===== src/rtl/tour_cmd_seq.sv =====
// Plays back a solved knight's tour as vertical/horizontal motion commands,
// and passes UART commands straight through to the command processor when idle.
module tour_cmd_seq #(
  parameter int unsigned NUM_MOVES   = 24,
  parameter logic [3:0]  OPC_MOVE    = 4'h2,
  parameter logic [3:0]  OPC_FANFARE = 4'h3
) (
  input  logic        clk,
  input  logic        rst_n,
  input  logic        start_tour,
  input  logic [7:0]  move,
  output logic [4:0]  mv_indx,
  input  logic [15:0] cmd_UART,
  input  logic        cmd_rdy_UART,
  output logic        clr_cmd_rdy_UART,
  output logic [15:0] cmd,
  output logic        cmd_rdy,
  input  logic        clr_cmd_rdy,
  input  logic        send_resp,
  output logic [7:0]  resp
);

  localparam int unsigned IDX_W = 5;
  localparam logic [IDX_W-1:0] LAST_IDX = IDX_W'(NUM_MOVES - 1);

  localparam logic [7:0] HEAD_N = 8'h00;
  localparam logic [7:0] HEAD_W = 8'h3F;
  localparam logic [7:0] HEAD_S = 8'h7F;
  localparam logic [7:0] HEAD_E = 8'hBF;

  localparam logic [7:0] RESP_DONE = 8'hA5;
  localparam logic [7:0] RESP_BUSY = 8'h5A;

  typedef enum logic [2:0] {
    IDLE   = 3'd0,
    VERT   = 3'd1,
    HOLD_V = 3'd2,
    HORZ   = 3'd3,
    HOLD_H = 3'd4
  } state_t;

  state_t           state_q, state_d;
  logic [IDX_W-1:0] mv_indx_q, mv_indx_d;

  logic [7:0]  v_head, h_head;
  logic [3:0]  v_sq, h_sq;
  logic [15:0] vert_cmd, horz_cmd;
  logic        last_move;

  assign mv_indx   = mv_indx_q;
  assign last_move = (mv_indx_q == LAST_IDX);

  // One-hot move to leg headings/lengths; anything else decodes to zero legs
  always_comb begin
    v_head = 8'h00;
    v_sq   = 4'h0;
    h_head = 8'h00;
    h_sq   = 4'h0;
    case (move)
      8'b0000_0001: begin v_head = HEAD_N; v_sq = 4'd2; h_head = HEAD_W; h_sq = 4'd1; end
      8'b0000_0010: begin v_head = HEAD_N; v_sq = 4'd2; h_head = HEAD_E; h_sq = 4'd1; end
      8'b0000_0100: begin v_head = HEAD_N; v_sq = 4'd1; h_head = HEAD_W; h_sq = 4'd2; end
      8'b0000_1000: begin v_head = HEAD_S; v_sq = 4'd1; h_head = HEAD_W; h_sq = 4'd2; end
      8'b0001_0000: begin v_head = HEAD_S; v_sq = 4'd2; h_head = HEAD_W; h_sq = 4'd1; end
      8'b0010_0000: begin v_head = HEAD_S; v_sq = 4'd2; h_head = HEAD_E; h_sq = 4'd1; end
      8'b0100_0000: begin v_head = HEAD_S; v_sq = 4'd1; h_head = HEAD_E; h_sq = 4'd2; end
      8'b1000_0000: begin v_head = HEAD_N; v_sq = 4'd1; h_head = HEAD_E; h_sq = 4'd2; end
      default: ;
    endcase
  end

  assign vert_cmd = {OPC_MOVE, v_head, v_sq};
  assign horz_cmd = {OPC_FANFARE, h_head, h_sq};

  always_ff @(posedge clk or negedge rst_n) begin
    if (!rst_n) begin
      state_q   <= IDLE;
      mv_indx_q <= '0;
    end else begin
      state_q   <= state_d;
      mv_indx_q <= mv_indx_d;
    end
  end

  // Next state: each leg waits for accept (clr_cmd_rdy), then completion (send_resp)
  always_comb begin
    state_d   = state_q;
    mv_indx_d = mv_indx_q;
    case (state_q)
      IDLE: begin
        if (start_tour) begin
          state_d   = VERT;
          mv_indx_d = '0;
        end
      end
      VERT:   if (clr_cmd_rdy) state_d = HOLD_V;
      HOLD_V: if (send_resp)   state_d = HORZ;
      HORZ:   if (clr_cmd_rdy) state_d = HOLD_H;
      HOLD_H: begin
        if (send_resp) begin
          if (last_move) begin
            state_d   = IDLE;
            mv_indx_d = '0;
          end else begin
            state_d   = VERT;
            mv_indx_d = mv_indx_q + IDX_W'(1);
          end
        end
      end
      default: begin
        state_d   = IDLE;
        mv_indx_d = '0;
      end
    endcase
  end

  // Outputs: UART pass-through only in IDLE; the UART side is held off mid-tour
  always_comb begin
    cmd              = cmd_UART;
    cmd_rdy          = 1'b0;
    clr_cmd_rdy_UART = 1'b0;
    resp             = RESP_BUSY;
    case (state_q)
      IDLE: begin
        cmd              = cmd_UART;
        cmd_rdy          = cmd_rdy_UART;
        clr_cmd_rdy_UART = clr_cmd_rdy;
        resp             = RESP_DONE;
      end
      VERT: begin
        cmd     = vert_cmd;
        cmd_rdy = 1'b1;
      end
      HOLD_V: cmd = vert_cmd;
      HORZ: begin
        cmd     = horz_cmd;
        cmd_rdy = 1'b1;
      end
      HOLD_H: begin
        cmd  = horz_cmd;
        resp = last_move ? RESP_DONE : RESP_BUSY;
      end
      default: ;
    endcase
  end

endmodule


===== config.mk =====
export PLATFORM = sky130hd
export DESIGN_NAME = tour_cmd_seq
export DESIGN_NICKNAME = d
export VERILOG_FILES = /design/src/rtl/tour_cmd_seq.sv
export SDC_FILE = /design/constraint.sdc
export NUM_CORES = 1
export LEC_CHECK = 0
export ABC_AREA = 1
export CAP_MARGIN = 15
export CELL_PAD_IN_SITES_DETAIL_PLACEMENT = 0
export CELL_PAD_IN_SITES_GLOBAL_PLACEMENT = 2
export CORE_MARGIN = 4
export CORE_UTILIZATION = 16
export DETAILED_ROUTE_END_ITERATION = 16
export PLACE_DENSITY = 0.74
export SYNTH_ARGS = -nofsm -noshare
export SYNTH_HDL_FRONTEND = slang
export SYNTH_SLANG_ARGS = --single-unit

===== constraint.sdc =====
create_clock -name clk -period 1.5 [get_ports clk]
set_input_delay 0.15 -clock clk [delete_from_list [all_inputs] [get_ports clk]]
set_output_delay 0.15 -clock clk [all_outputs]
set_load 0.01 [all_outputs]

==> summary.md <==
| Metric | Value |
|---|---|
| Crit path launch | `state_q[0]` |
| Die Y | `84.94 um` |
| Worst Max-Slew Pin Slew | `0.3699 ns` |
| Hpwl dp | `2775 um` |
| GR Layer Usage met3 | `1.553%` |
| Design area | `2112 um2` |
| Max Cap Viol | `0` |
| Crit path capture type | `primary output` |
| Port bufs | `60` |
| Total CTS buffers | `3` |
| FFs w/ async S/R, synth | `100.0%` |
| Outcome | `finished, violations left` |
| Most frequent cell after synthesis | `nand2_1` |
| Worst R2R Path Depth | `11` |
| Switch share | `41.81%` |
| PD cells | `1520 nW/um2` |
| Final WL | `3504 um` |
| RSZ-0062 raised after global routing | `true` |
| Ranking of synthesized cells by area | `dfrtp_1 (21%), nand2_1 (20%), nor2_1 (9.9%)` |
| CTS Root Buffer Type | `clkbuf_8` |
| Placed insts | `318` |
| Setup Skew | `0.002228 ns` |
| Worst-path maximum fanout | `5` |
| Synthesized Nets | `196` |
| Sequential Power Share | `10.5%` |
| DR pass1 iterations | `4` |
| Clock latency on the worst-skew pair | `0.22 ns` |
| FP Rows | `27` |
| Dpl ws | `-0.6727 ns` |
| Initial antenna violation count | `0` |
| Worst path required time | `1.35 ns` |
| Share of layout cells above drive strength 1 | `47.15%` |
| Hold Worst Slack | `0.2102 ns` |
| Effective utilization at floorplan | `16.89%` |
| DR vias | `1311` |
| DR WL/cell | `10.46 um` |
| Int Power | `1.868 mW` |
| Sequential cell area fraction in the yosys report | `21.14%` |
| TritonCTS Sinks | `8` |
| Synth top cells by count | `nand2_1 (50), nor2_1 (25), inv_1 (24)` |
| Most Crowded Layer GR | `met2` |
| GRT Util Overall | `9.182%` |
| DR DRC count | `0` |
| Yosys cell types | `27` |
| Worst Setup Path Type | `reg2out` |
| Reg2Reg Capture Point | `mv_indx[0]` |
| Final setup TNS | `-3.866 ns` |
| Largest net degree at the start of global routing | `11` |
| H-tree Lvls | `1` |
| Clock Path Buffers | `2` |
| Failing checks | `setup timing` |
| Prevailing post-synth register cell | `dfrtp_1` |
| Via-per-instance ratio | `3.913` |
| Yosys warnings | `0` |
| Core Box Area | `5608 um2` |
| # nets final | `296` |
| Filler cell count | `633` |
| Clock power frac | `7.8%` |
| GP Congestion | `0.7577` |
| Fin crit share | `113.6%` |
| Max transition margin | `75.27%` |
| Startpoint types | `flop` |
| Die X | `84.94 um` |
| Diode count | `0` |
| Slew Limit Fails | `0` |
| Setup WS post-layout | `-0.2039 ns` |
| Max IR drop VDD | `0.0005668 V` |
| # IOs | `61` |
| Met2 usage | `16.24%` |
| Worst Path Arrival | `1.55 ns` |
| Yosys top cell area share | `21.14%` |
| Grt met1 use | `11.36%` |
| Min-delay worst type | `in2async` |
| Final hold violations | `0` |
| Leak Pwr | `1.176 nW` |
| Synth Area in Simple Gates | `49.93%` |
| Post-synth EDFFs | `0` |
| DP Area | `1808 um2` |
| Post-synthesis compound-gate area fraction | `8.719%` |
| Synth Area in XOR/XNOR | `1.849%` |
| Fmax | `0.5869 GHz` |
| Final setup viols | `29` |
| CTS tree | `built` |
| Flops & latches, synth | `8` |
| Post-route ant nets | `0` |
| Vias in the first global route | `1259` |
| R2r setup slk | `-0.05 ns` |
| Finished Layout Cells | `335` |
| Worst Setup EP | `cmd[13]` |
| Synthesized area | `947.2 um2` |
| Total grt overflow | `0` |
| Hold_buf cts | `0` |
| Post-synthesis mux area share | `0%` |
| Area delta synth->final | `123.0%` |
| Reg2reg start | `state_q[0]` |
| CTS clock-pin slew for the worst setup and hold paths | `0.04 ns` |
| Largest family of logic cells by synthesized area | `simple AND/OR/NAND/NOR gates` |
| Initial detailed-routing violation count | `68` |
| Synthesized area per cell | `5.740 um2` |
| Mapped Cells | `165` |
| Combinational power share | `81.7%` |
| First-pass GRT wire length | `5554 um` |
| Synth Area in Adders | `1.321%` |
| Fin crit period | `1.704 ns` |
| Die area | `7215 um2` |
| Yosys top cell by area | `dfrtp_1` |
| Sw power | `1.342 mW` |
cell type report:
| class | instances | area, um2 | share of cell area, % |
|---|---|---|---|
| inverters | 28 | 112.6 | 5.332 |
| repair buffers | 102 | 918.4 | 43.48 |
| multi-input cells | 122 | 748.2 | 35.43 |
| well taps | 72 | 90.09 | 4.265 |
| clock buffers | 3 | 41.29 | 1.955 |
| flip-flops and latches | 8 | 201.4 | 9.538 |
critical path, stage by stage (launching register included):
cell and delay, ns:
dfrtp_1 0.41, nor2_4 0.16, buf_12 0.12, nor2_4 0.04, nor2_4 0.13, buf_6 0.11
inv_4 0.03, or2_1 0.20, buf_2 0.14
per-stage QoR:
stage	util, %	power, mW
2_1_floorplan	-	1.390
3_3_place_gp	32.24	2.484
3_5_place_dp	32.24	2.480
4_1_cts	34.36	2.964
5_1_grt	37.66	3.470
6_report	37.66	3.210
sequential cells by signal, indices dropped and copies added (netlist names):
| register | count |
|---|---|
| mv_indx | 5 |
| state_q | 3 |
power by group through the flow:
stage | sequential (mW) | clock (mW) | combinational (mW)
2_1_floorplan | 0.361 | 0 | 1.03
3_3_place_gp | 0.339 | 0 | 2.15
3_5_place_dp | 0.340 | 0 | 2.14
4_1_cts | 0.334 | 0.258 | 2.37
5_1_grt | 0.343 | 0.273 | 2.85
6_report | 0.336 | 0.250 | 2.62
worst min-delay path by stage:
stage	startpoint	endpoint	slack [ns]	depth (start not counted)
6_report	rst_n	mv_indx[2]	0.21	1
5_1_grt	rst_n	mv_indx[4]	0.24	1
4_1_cts	rst_n	mv_indx[2]	0.22	1
3_5_place_dp	rst_n	mv_indx[2]	0.46	1
3_3_place_gp	rst_n	mv_indx[3]	0.46	1
2_1_floorplan	rst_n	mv_indx[0]	-0.15	0
logic make-up after synthesis:
logic type                 Yosys count
adders and majority gates            1
and+or+nand+nor                    105
DFF                                  8
buffers and inverters               35
xor gates and xnor gates             2
AOI/OAI and AO/OA                   14
placed cells by master, fill, tap and decap left out, drive strengths merged:
cell | synthesis | layout
o21bai | 1 | 1
nand3 | 16 | 16
o21ai | 6 | 6
inv | 28 | 28
a21oi | 5 | 5
dlymetal6s2s | 0 | 4
o22ai | 1 | 1
nor3 | 2 | 2
clkdlybuf4s15 | 0 | 1
clkbuf | 0 | 3
xor2 | 1 | 1
and3 | 1 | 1
nand2 | 55 | 55
dlygate4sd2 | 0 | 2
ha | 1 | 1
a31oi | 1 | 1
buf | 7 | 67
xnor2 | 1 | 1
or2 | 1 | 1
clkdlybuf4s50 | 0 | 28
nor2 | 30 | 30
dfrtp | 8 | 8
repair_timing:
action                     in CTS  in global routing
setup endpoints to repair      29                 34
pin swaps                      10                  7
setup buffers                  11                  4
resized for setup             135                 38
layer usage:
metal,vias to the layer above,share of wire [%],wire (um)
li1,697,-,-
met5,-,0,0
met1,584,42,1475
met2,30,53,1852
met3,0,5.0,176
met4,0,0,0
No activity file was read; power rests on OpenSTA's default activity.
